--- config.mk ---
export PLATFORM = sky130hd
export DESIGN_NAME = regfile_write_scheduler
export DESIGN_NICKNAME = d
export VERILOG_FILES = /design/src/rtl/regfile_write_scheduler.sv
export SDC_FILE = /design/constraint.sdc
export NUM_CORES = 1
export LEC_CHECK = 0
export ABC_AREA = 1
export CAP_MARGIN = 15
export CORE_UTILIZATION = 40
export DETAILED_ROUTE_END_ITERATION = 8
export PLACE_DENSITY = 0.72
export SYNTH_ARGS = -nofsm -noshare
export SYNTH_HDL_FRONTEND = slang
export SYNTH_SLANG_ARGS = --single-unit
--- constraint.sdc ---
create_clock -name CLK -period 5.1 [get_ports CLK]
set_input_delay 1.53 -clock CLK [delete_from_list [all_inputs] [get_ports CLK]]
set_output_delay 1.53 -clock CLK [all_outputs]
set_load 0.05 [all_outputs]
--- src/rtl/regfile_write_scheduler.sv ---
// ============================================================================
// Module   : regfile_write_scheduler
// Brief    : Register-file write-port arbiter (ALU/MEM/DBG) with RAW scoreboard.
// Revision : 1.0 - initial release
// ============================================================================
`default_nettype none

module regfile_write_scheduler #(
    parameter int STARVE_LIMIT = 4,
    parameter int CNT_W        = 3
) (
    input  logic        CLK,
    input  logic        RESET,
    input  logic        alu_valid,
    output logic        alu_ready,
    input  logic [4:0]  alu_addr,
    input  logic [31:0] alu_data,
    input  logic        mem_valid,
    output logic        mem_ready,
    input  logic [4:0]  mem_addr,
    input  logic [31:0] mem_data,
    input  logic        dbg_valid,
    output logic        dbg_ready,
    input  logic [4:0]  dbg_addr,
    input  logic [31:0] dbg_data,
    input  logic        issue_valid,
    input  logic [4:0]  issue_addr,
    input  logic [4:0]  rs_addr,
    input  logic [4:0]  rt_addr,
    output logic        rs_busy,
    output logic        rt_busy,
    output logic        RegWrite,
    output logic [4:0]  Write_register,
    output logic [31:0] Write_Data
);

    localparam logic [CNT_W-1:0] c_limit = CNT_W'(STARVE_LIMIT);
    localparam logic [CNT_W-1:0] c_one   = CNT_W'(1);

    logic [31:0]      r_pending;
    logic [CNT_W-1:0] r_mem_cnt;
    logic [CNT_W-1:0] r_dbg_cnt;

    logic             w_mem_prom;
    logic             w_dbg_prom;
    logic             w_xfer;
    logic [4:0]       w_addr;
    logic [31:0]      w_data;

    assign w_mem_prom = (r_mem_cnt == c_limit);
    assign w_dbg_prom = (r_dbg_cnt == c_limit);

    // Promoted requesters outrank ALU; MEM beats DBG at either rank.
    always_comb begin
        alu_ready = 1'b0;
        mem_ready = 1'b0;
        dbg_ready = 1'b0;
        if (!RESET) begin
            if (mem_valid && w_mem_prom)
                mem_ready = 1'b1;
            else if (dbg_valid && w_dbg_prom)
                dbg_ready = 1'b1;
            else if (alu_valid)
                alu_ready = 1'b1;
            else if (mem_valid)
                mem_ready = 1'b1;
            else if (dbg_valid)
                dbg_ready = 1'b1;
        end
    end

    always_comb begin
        w_xfer = alu_ready | mem_ready | dbg_ready;
        w_addr = 5'd0;
        w_data = 32'd0;
        if (alu_ready) begin
            w_addr = alu_addr;
            w_data = alu_data;
        end else if (mem_ready) begin
            w_addr = mem_addr;
            w_data = mem_data;
        end else if (dbg_ready) begin
            w_addr = dbg_addr;
            w_data = dbg_data;
        end
    end

    // A write to r0 is accepted but treated as no write at all.
    always_ff @(posedge CLK or posedge RESET) begin
        if (RESET) begin
            RegWrite       <= 1'b0;
            Write_register <= 5'd0;
            Write_Data     <= 32'd0;
        end else begin
            RegWrite <= w_xfer && (w_addr != 5'd0);
            if (w_xfer && (w_addr != 5'd0)) begin
                Write_register <= w_addr;
                Write_Data     <= w_data;
            end
        end
    end

    // Set is applied after clear so a same-edge reissue stays outstanding.
    always_ff @(posedge CLK or posedge RESET) begin
        if (RESET) begin
            r_pending <= 32'd0;
        end else begin
            logic [31:0] v_next;
            v_next = r_pending;
            if (w_xfer && (w_addr != 5'd0))
                v_next[w_addr] = 1'b0;
            if (issue_valid && (issue_addr != 5'd0))
                v_next[issue_addr] = 1'b1;
            r_pending <= v_next;
        end
    end

    always_ff @(posedge CLK or posedge RESET) begin
        if (RESET) begin
            r_mem_cnt <= '0;
            r_dbg_cnt <= '0;
        end else begin
            if (!mem_valid || mem_ready)
                r_mem_cnt <= '0;
            else if (r_mem_cnt != c_limit)
                r_mem_cnt <= r_mem_cnt + c_one;

            if (!dbg_valid || dbg_ready)
                r_dbg_cnt <= '0;
            else if (r_dbg_cnt != c_limit)
                r_dbg_cnt <= r_dbg_cnt + c_one;
        end
    end

    assign rs_busy = (rs_addr != 5'd0) &&
                     (r_pending[rs_addr] || (RegWrite && (Write_register == rs_addr)));
    assign rt_busy = (rt_addr != 5'd0) &&
                     (r_pending[rt_addr] || (RegWrite && (Write_register == rt_addr)));

endmodule

`default_nettype wire

==> metrics.md, run 1 <==
| Metric | Value |
|---|---|
| Clock tree sinks | `76` |
| WL/cell | `14.9 um` |
| Worst slew pin tran | `1070 ps` |
| Worst setup SP type | `input port` |
| TritonRoute pass-1 iters | `4` |
| Full die area | `0.0130 mm2` |
| Synth-to-layout area growth | `43.7%` |
| Crit end category | `output port` |
| Max-cap violations | `0` |
| WP data arrival | `3320 ps` |
| Slew Viols, Final | `0` |
| Placed instance count | `1080` |
| Area share of the largest cell type after synthesis | `0.377` |
| Diodes inserted | `0` |
| I/O pins | `175` |
| Port Buffers | `174` |
| H-tree Lvls | `3` |
| Num CTS Buffers | `9` |
| Post-synthesis average cell area | `6.64 um2` |
| Smallest hold slack | `374 ps` |
| Pleak | `3.51 nW` |
| Dpl hpwl | `12300 um` |
| Vias in the first global route | `5400` |
| Post-DRT Antenna Nets | `0` |
| Cts repair resizes | `0` |
| Power consumption | `2.37 mW` |
| TNS Setup | `0 ps` |
| Final Critical Period | `4850 ps` |
| Synth Instances | `759` |
| Tcrit/Tclk final | `0.950` |
| Initial antenna violation count | `0` |
| Share of post-route cells with drive strength above 1 | `0.0560` |
| Chip width | `114 um` |
| Layout Cells excl Fill | `1096` |
| Global-route wire length before repair | `26800 um` |
| Asr flop ratio synth | `1.00` |
| Sequential cell area fraction in the yosys report | `0.377` |
| Vias/cell | `5.00` |
| Mapped Area | `0.00504 mm2` |
| Post-synth cell types | `28` |
| CP required | `3570 ps` |
| Clock Path Buffers | `2` |
| Yosys warns | `0` |
| Starting Density | `0.414` |
| Routability Congestion | `0.882` |
| Synth top area cells | `dfrtp_1 (38%), nand2_1 (25%), nand3_1 (12%)` |
| Critical path, cell by cell | `clkdlybuf4s50_1, clkinv_1, nand2_1, nand3_1, nand3_1, nand3_1, nand2_1, nand2_1, nand3_1, nand2_1, inv_1, buf_12` |
| Slowest cell on crit path | `clkdlybuf4s50_1` |
| Post-synth net total | `895` |
| Hold Buf Count CTS | `0` |
| Routed WL | `16300 um` |
| Core Footprint | `0.0122 mm2` |
| Hold Vio Cnt, Final | `0` |
| Rel. slew slack | `0.280` |
| CP max stage delay | `490 ps` |
| Nets@finish | `1059` |
| Synth area leader | `dfrtp_1` |
| EDFF count, synth | `0` |
| Remaining Overflow, GRT | `0` |
| Post-synth top flop | `dfrtp_1` |
| Chip height | `114 um` |
| Highest Clock Rate | `0.206 GHz` |
| CTS tree | `yes` |
| Worst Skew | `6.70 ps` |
| Tot GR Track Use | `0.265` |
| Commonest non-fill, non-tap cell in the layout | `nand2_1` |
| Insertion delay to the later sink of the worst-skew pair | `340 ps` |
| DRC viols | `0` |
| Root Buffer | `clkbuf_16` |
| Flops & latches, synth | `76` |
| Cell Pwr Density | `328 mW/mm2` |
| Leading cell types in the layout, fill and taps excluded | `nand2_1 (340), clkdlybuf4s50_1 (169), nand3_1 (118)` |
| Post-CTS Setup Inserts | `0` |
| Crit Path Class | `input port to output port` |
| Via count | `5484` |
| Peak VDD IR | `0.195 mV` |
| CP max FO | `17` |
| Final Util | `0.595` |
| Layout fillers | `1166` |
| Reg clk slew, reported paths | `60 ps` |
| RSZ-0062 raised after global routing | `false` |
| # rows | `40` |
| DRC violation total after the first TritonRoute iteration | `357` |
| Final setup violation count | `0` |
| Outcome | `complete, no violations` |
| Largest net degree at the start of global routing | `43` |
| Worst hold path type | `flip-flop to flip-flop` |
## Yosys cell counts (5+ instances only)
cell,count
nand4_1,32
nor2_1,16
nand3_1,118
o21bai_1,8
dfrtp_1,76
nand3_2,5
o22ai_1,6
clkbuf_1,9
inv_1,63
nor3_1,12
nand2_1,340
buf_6,5
o21ai_0,20
buf_2,15
## final cells by class
type                            instances  area, um2  share of cell area
Tap cell                              168        210              0.0290
Sequential cell                        76       1900               0.263
Inverter                               69        260              0.0360
Timing Repair Buffer                  187       1890               0.261
Multi-Input combinational cell        580       2680               0.370
Clock buffer                           12        246              0.0341
Clock inverter                          4       48.8             0.00674
## worst max-delay path, delay by kind of cell
kind | cells | cell delay [ps]
buffers and inverters | 4 | 1090
and+or+nand+nor | 8 | 690
## stage by stage
step / area (um2) / setup slack, ps
2_1_floorplan: 5040 / 14.4
3_3_place_gp: 6940 / 321
3_5_place_dp: 6940 / 292
4_1_cts: 7240 / 274
5_1_grt: 7240 / 20.7
6_report: 7240 / 253
## flip-flops by register name, summed over array words and instances (netlist names)
signal          flops
Write_register      5
r_dbg_cnt           3
r_mem_cnt           3
Write_Data         32
r_pending          32
RegWrite            1
## where the power goes
group	switching, mW	leakage, nW	internal [mW]	total, mW
Sequential	0.0770	0.955	0.731	0.808
Clock	0.255	0.147	0.392	0.646
Combinational	0.576	2.41	0.344	0.920
## logic make-up after synthesis
logic type / synth area share
and+or+nand+nor: 0.471
xor gates and xnor gates: 0.00522
adders and majority gates: 0.00993
AOI/OAI and AO/OA: 0.0452
DFF: 0.377
buffers and inverters: 0.0909
## layer usage
metal,global-route usage,up-vias,part of all wire
li1,-,2775,-
met1,0.317,2515,0.41
met2,0.456,178,0.50
met3,0.0852,16,0.083
met4,0.0710,0,0.012
met5,0,-,0
## final timing paths
| path | end | slack (ps) | start | cells past startpoint |
|---|---|---|---|---|
| worst max-delay path | rt_busy | 250 | rt_addr[0] | 12 |
| worst min-delay path | r_pending[0] | 370 | r_pending[0] | 0 |
| worst max register to register | Write_Data[0] | 2380 | r_dbg_cnt[0] | 12 |
| worst min register to register | r_pending[0] | 370 | r_pending[0] | 0 |
| max in group asynchronous | Write_register[4] | 3040 | RESET | 3 |
| min in group asynchronous | r_dbg_cnt[0] | 1690 | RESET | 3 |
Note: power is estimated with default switching activity, not from simulation.
==> run 2: changes to the inputs <==
--- a/config.mk
+++ b/config.mk
@@ -7,6 +7,7 @@
 export LEC_CHECK = 0
 export ABC_AREA = 1
 export CAP_MARGIN = 15
+export CORE_ASPECT_RATIO = 1.4
 export CORE_UTILIZATION = 40
 export DETAILED_ROUTE_END_ITERATION = 8
 export PLACE_DENSITY = 0.72
==> run 2 against run 1 <==
  * Power shrank 2.6%
  * Sequential cell count is the same
  * Via count grew 1.6%
  * Largest cell class unchanged
  * Die area is essentially flat
  * Non-clock buffer count shrank 1
  * Sequential power is essentially flat
  * Clock-buffer cell count grew 1
  * Critical path type unchanged
  * Largest power group unchanged
  * Sequential share of layout area grew 0.20 points
  * Clock power shrank 9.0%
  * First-iteration DRC count grew 5.0%
==> metrics.md, run 2 (synthesized netlist as in run 1, its figures left out) <==
| Metric | Value |
|---|---|
| Outcome | `complete, no violations (unchanged)` |
| Share of post-route cells with drive strength above 1 | `0.0540 (was 0.0560)` |
| RSZ-0062 raised after global routing | `false (unchanged)` |
| Largest net degree at the start of global routing | `52 (was 43)` |
| TNS Setup | `0 ps (unchanged)` |
| I/O pins | `175 (unchanged)` |
| Via count | `5570 (was 5484)` |
| Clock Path Buffers | `2 (unchanged)` |
| Initial antenna violation count | `0 (unchanged)` |
| CTS tree | `yes (unchanged)` |
| Worst slew pin tran | `990 ps (was 1070 ps)` |
| # rows | `48 (was 40)` |
| Starting Density | `0.409 (was 0.414)` |
| Reg clk slew, reported paths | `50 ps (was 60 ps)` |
| Worst setup margin | `231 ps (was 253 ps)` |
| Pleak | `3.50 nW (was 3.51 nW)` |
| Vias in the first global route | `5466 (was 5400)` |
| Routability Congestion | `0.860 (was 0.882)` |
| Hold Vio Cnt, Final | `0 (unchanged)` |
| TritonRoute pass-1 iters | `5 (was 4)` |
| Largest regs | `Write_Data (32), r_pending (32), Write_register (5) (unchanged)` |
| Post-CTS Setup Inserts | `0 (unchanged)` |
| Area of placed instances | `0.00691 mm2 (was 0.00694 mm2)` |
| Global-route wire length before repair | `26500 um (was 26800 um)` |
| Setup WS pre-CTS | `251 ps (was 292 ps)` |
| Rel. slew slack | `0.335 (was 0.280)` |
| Root Buffer | `clkbuf_16 (unchanged)` |
| Worst Skew | `7.16 ps (was 6.70 ps)` |
| Net Sw Frac | `0.384 (was 0.382)` |
| Post-DRT Antenna Nets | `0 (unchanged)` |
| Vias/cell | `5.18 (was 5.00)` |
| Reg power frac | `0.349 (was 0.340)` |
| Crit end category | `output port (unchanged)` |
| Worst hold path type | `flip-flop to flip-flop (unchanged)` |
| Synth-to-layout area growth | `42.6% (was 43.7%)` |
| Num CTS Buffers | `9 (unchanged)` |
| CP max FO | `17 (unchanged)` |
| DRC violation total after the first TritonRoute iteration | `375 (was 357)` |
| Dpl hpwl | `12100 um (was 12300 um)` |
| WL/cell | `14.7 um (was 14.9 um)` |
| Port Buffers | `174 (unchanged)` |
| Leading cell types in the layout, fill and taps excluded | `nand2_1 (340), clkdlybuf4s50_1 (169), nand3_1 (118) (unchanged)` |
| WP data arrival | `3340 ps (was 3320 ps)` |
| Clock Power Share | `0.254 (was 0.272)` |
| Layout fillers | `1190 (was 1166)` |
| Full die area | `0.0131 mm2 (was 0.0130 mm2)` |
| Cell Pwr Density | `322 mW/mm2 (was 328 mW/mm2)` |
| Chip width | `96.9 um (was 114 um)` |
| Final setup violation count | `0 (unchanged)` |
| Highest Clock Rate | `0.205 GHz (was 0.206 GHz)` |
| Worst reg2reg setup slack | `2350 ps (was 2380 ps)` |
| Core Footprint | `0.0123 mm2 (was 0.0122 mm2)` |
| Remaining Overflow, GRT | `0 (unchanged)` |
| Internal Pwr Total | `1.42 mW (was 1.47 mW)` |
| Max-cap violations | `0 (unchanged)` |
| DRC viols | `0 (unchanged)` |
| Nets@finish | `1058 (was 1059)` |
| Cts repair resizes | `0 (unchanged)` |
| Final Critical Period | `4870 ps (was 4850 ps)` |
| Final Util | `0.583 (was 0.595)` |
| Commonest non-fill, non-tap cell in the layout | `nand2_1 (unchanged)` |
| Critical path, cell by cell | `clkdlybuf4s50_1, clkinv_1, nand2_1, nand3_1, nand3_1, nand3_1, nand2_1, nand2_1, nand3_1, nand2_1, inv_1, buf_12 (unchanged)` |
| Tcrit/Tclk final | `0.955 (was 0.950)` |
| Chip height | `135 um (was 114 um)` |
| Sw power | `0.888 mW (was 0.908 mW)` |
| H-tree Lvls | `3 (unchanged)` |
| CP max stage delay | `480 ps (was 490 ps)` |
| Clock tree sinks | `76 (unchanged)` |
| CP required | `3570 ps (about the same)` |
| Peak VDD IR | `0.184 mV (was 0.195 mV)` |
| Hold Buf Count CTS | `0 (unchanged)` |
| Tot GR Track Use | `0.251 (was 0.265)` |
| Diodes inserted | `0 (unchanged)` |
| Slew Viols, Final | `0 (unchanged)` |
| Slowest cell on crit path | `clkdlybuf4s50_1 (unchanged)` |
| Worst setup SP type | `input port (unchanged)` |
| Fin area | `0.00718 mm2 (was 0.00724 mm2)` |
| Insertion delay to the later sink of the worst-skew pair | `340 ps (about the same)` |
| Combinational Power Share | `0.396 (was 0.387)` |
| Routed WL | `15900 um (was 16300 um)` |
| Crit Path Class | `input port to output port (unchanged)` |
## run 2: cell count changes in the layout (fill, tap and decap cells not counted)
| cell | change |
|---|---|
| bufinv_16 | -1 |
| clkbuf_8 | +1 |
| clkinv_4 | -1 |
| buf_4 | -1 |
## run 2: cell type report
cell class | count | area [um2] | area share
multi-input combinational | 580 | 2680 | 0.373
sequential | 76 | 1900 | 0.265
timing repair buffer | 186 | 1880 | 0.262
clock buffer | 13 | 260 | 0.0362
inverter | 69 | 260 | 0.0362
tap | 150 | 188 | 0.0261
clock inverter | 2 | 10.0 | 0.00139
## run 2: through the flow
stage | cells | hold slack, ps | power [mW]
finish | 1076 | 378 | 2.31
global route | 1076 | 391 | 2.45
CTS | 1076 | 380 | 2.32
detailed placement | 1061 | 368 | 1.73
global placement | 1061 | 367 | 1.72
floorplan | 759 | 429 | 1.38
## run 2: worst max-delay path: cells and delay by family
kind,cells,cell delay (ps)
buffers and inverters,4,1090
and+or+nand+nor,8,710
## run 2: worst paths after layout
kind | start | endpoint | cells after the start
max in group asynchronous | RESET | Write_Data[26] | 4
worst max-delay path | rt_addr[0] | rt_busy | 12
min in group asynchronous | RESET | Write_Data[3] | 3
worst min register to register | r_pending[0] | r_pending[0] | 0
worst min-delay path | r_pending[0] | r_pending[0] | 0
worst max register to register | r_dbg_cnt[0] | Write_Data[6] | 12
## run 2: power by group through the flow
stage / clock network [mW] / logic [mW] / registers (mW)
final: 0.588 / 0.917 / 0.808
after global placement: 0 / 0.913 / 0.810
after floorplan: 0 / 0.405 / 0.978
after global routing: 0.623 / 1.00 / 0.823
after CTS: 0.598 / 0.920 / 0.806
after detailed placement: 0 / 0.917 / 0.814
## run 2: metal layers
layer	wire length (um)	GRT usage
met3	934	0.0461
met1	5980	0.276
met5	0	0
met4	437	0.109
met2	8510	0.468
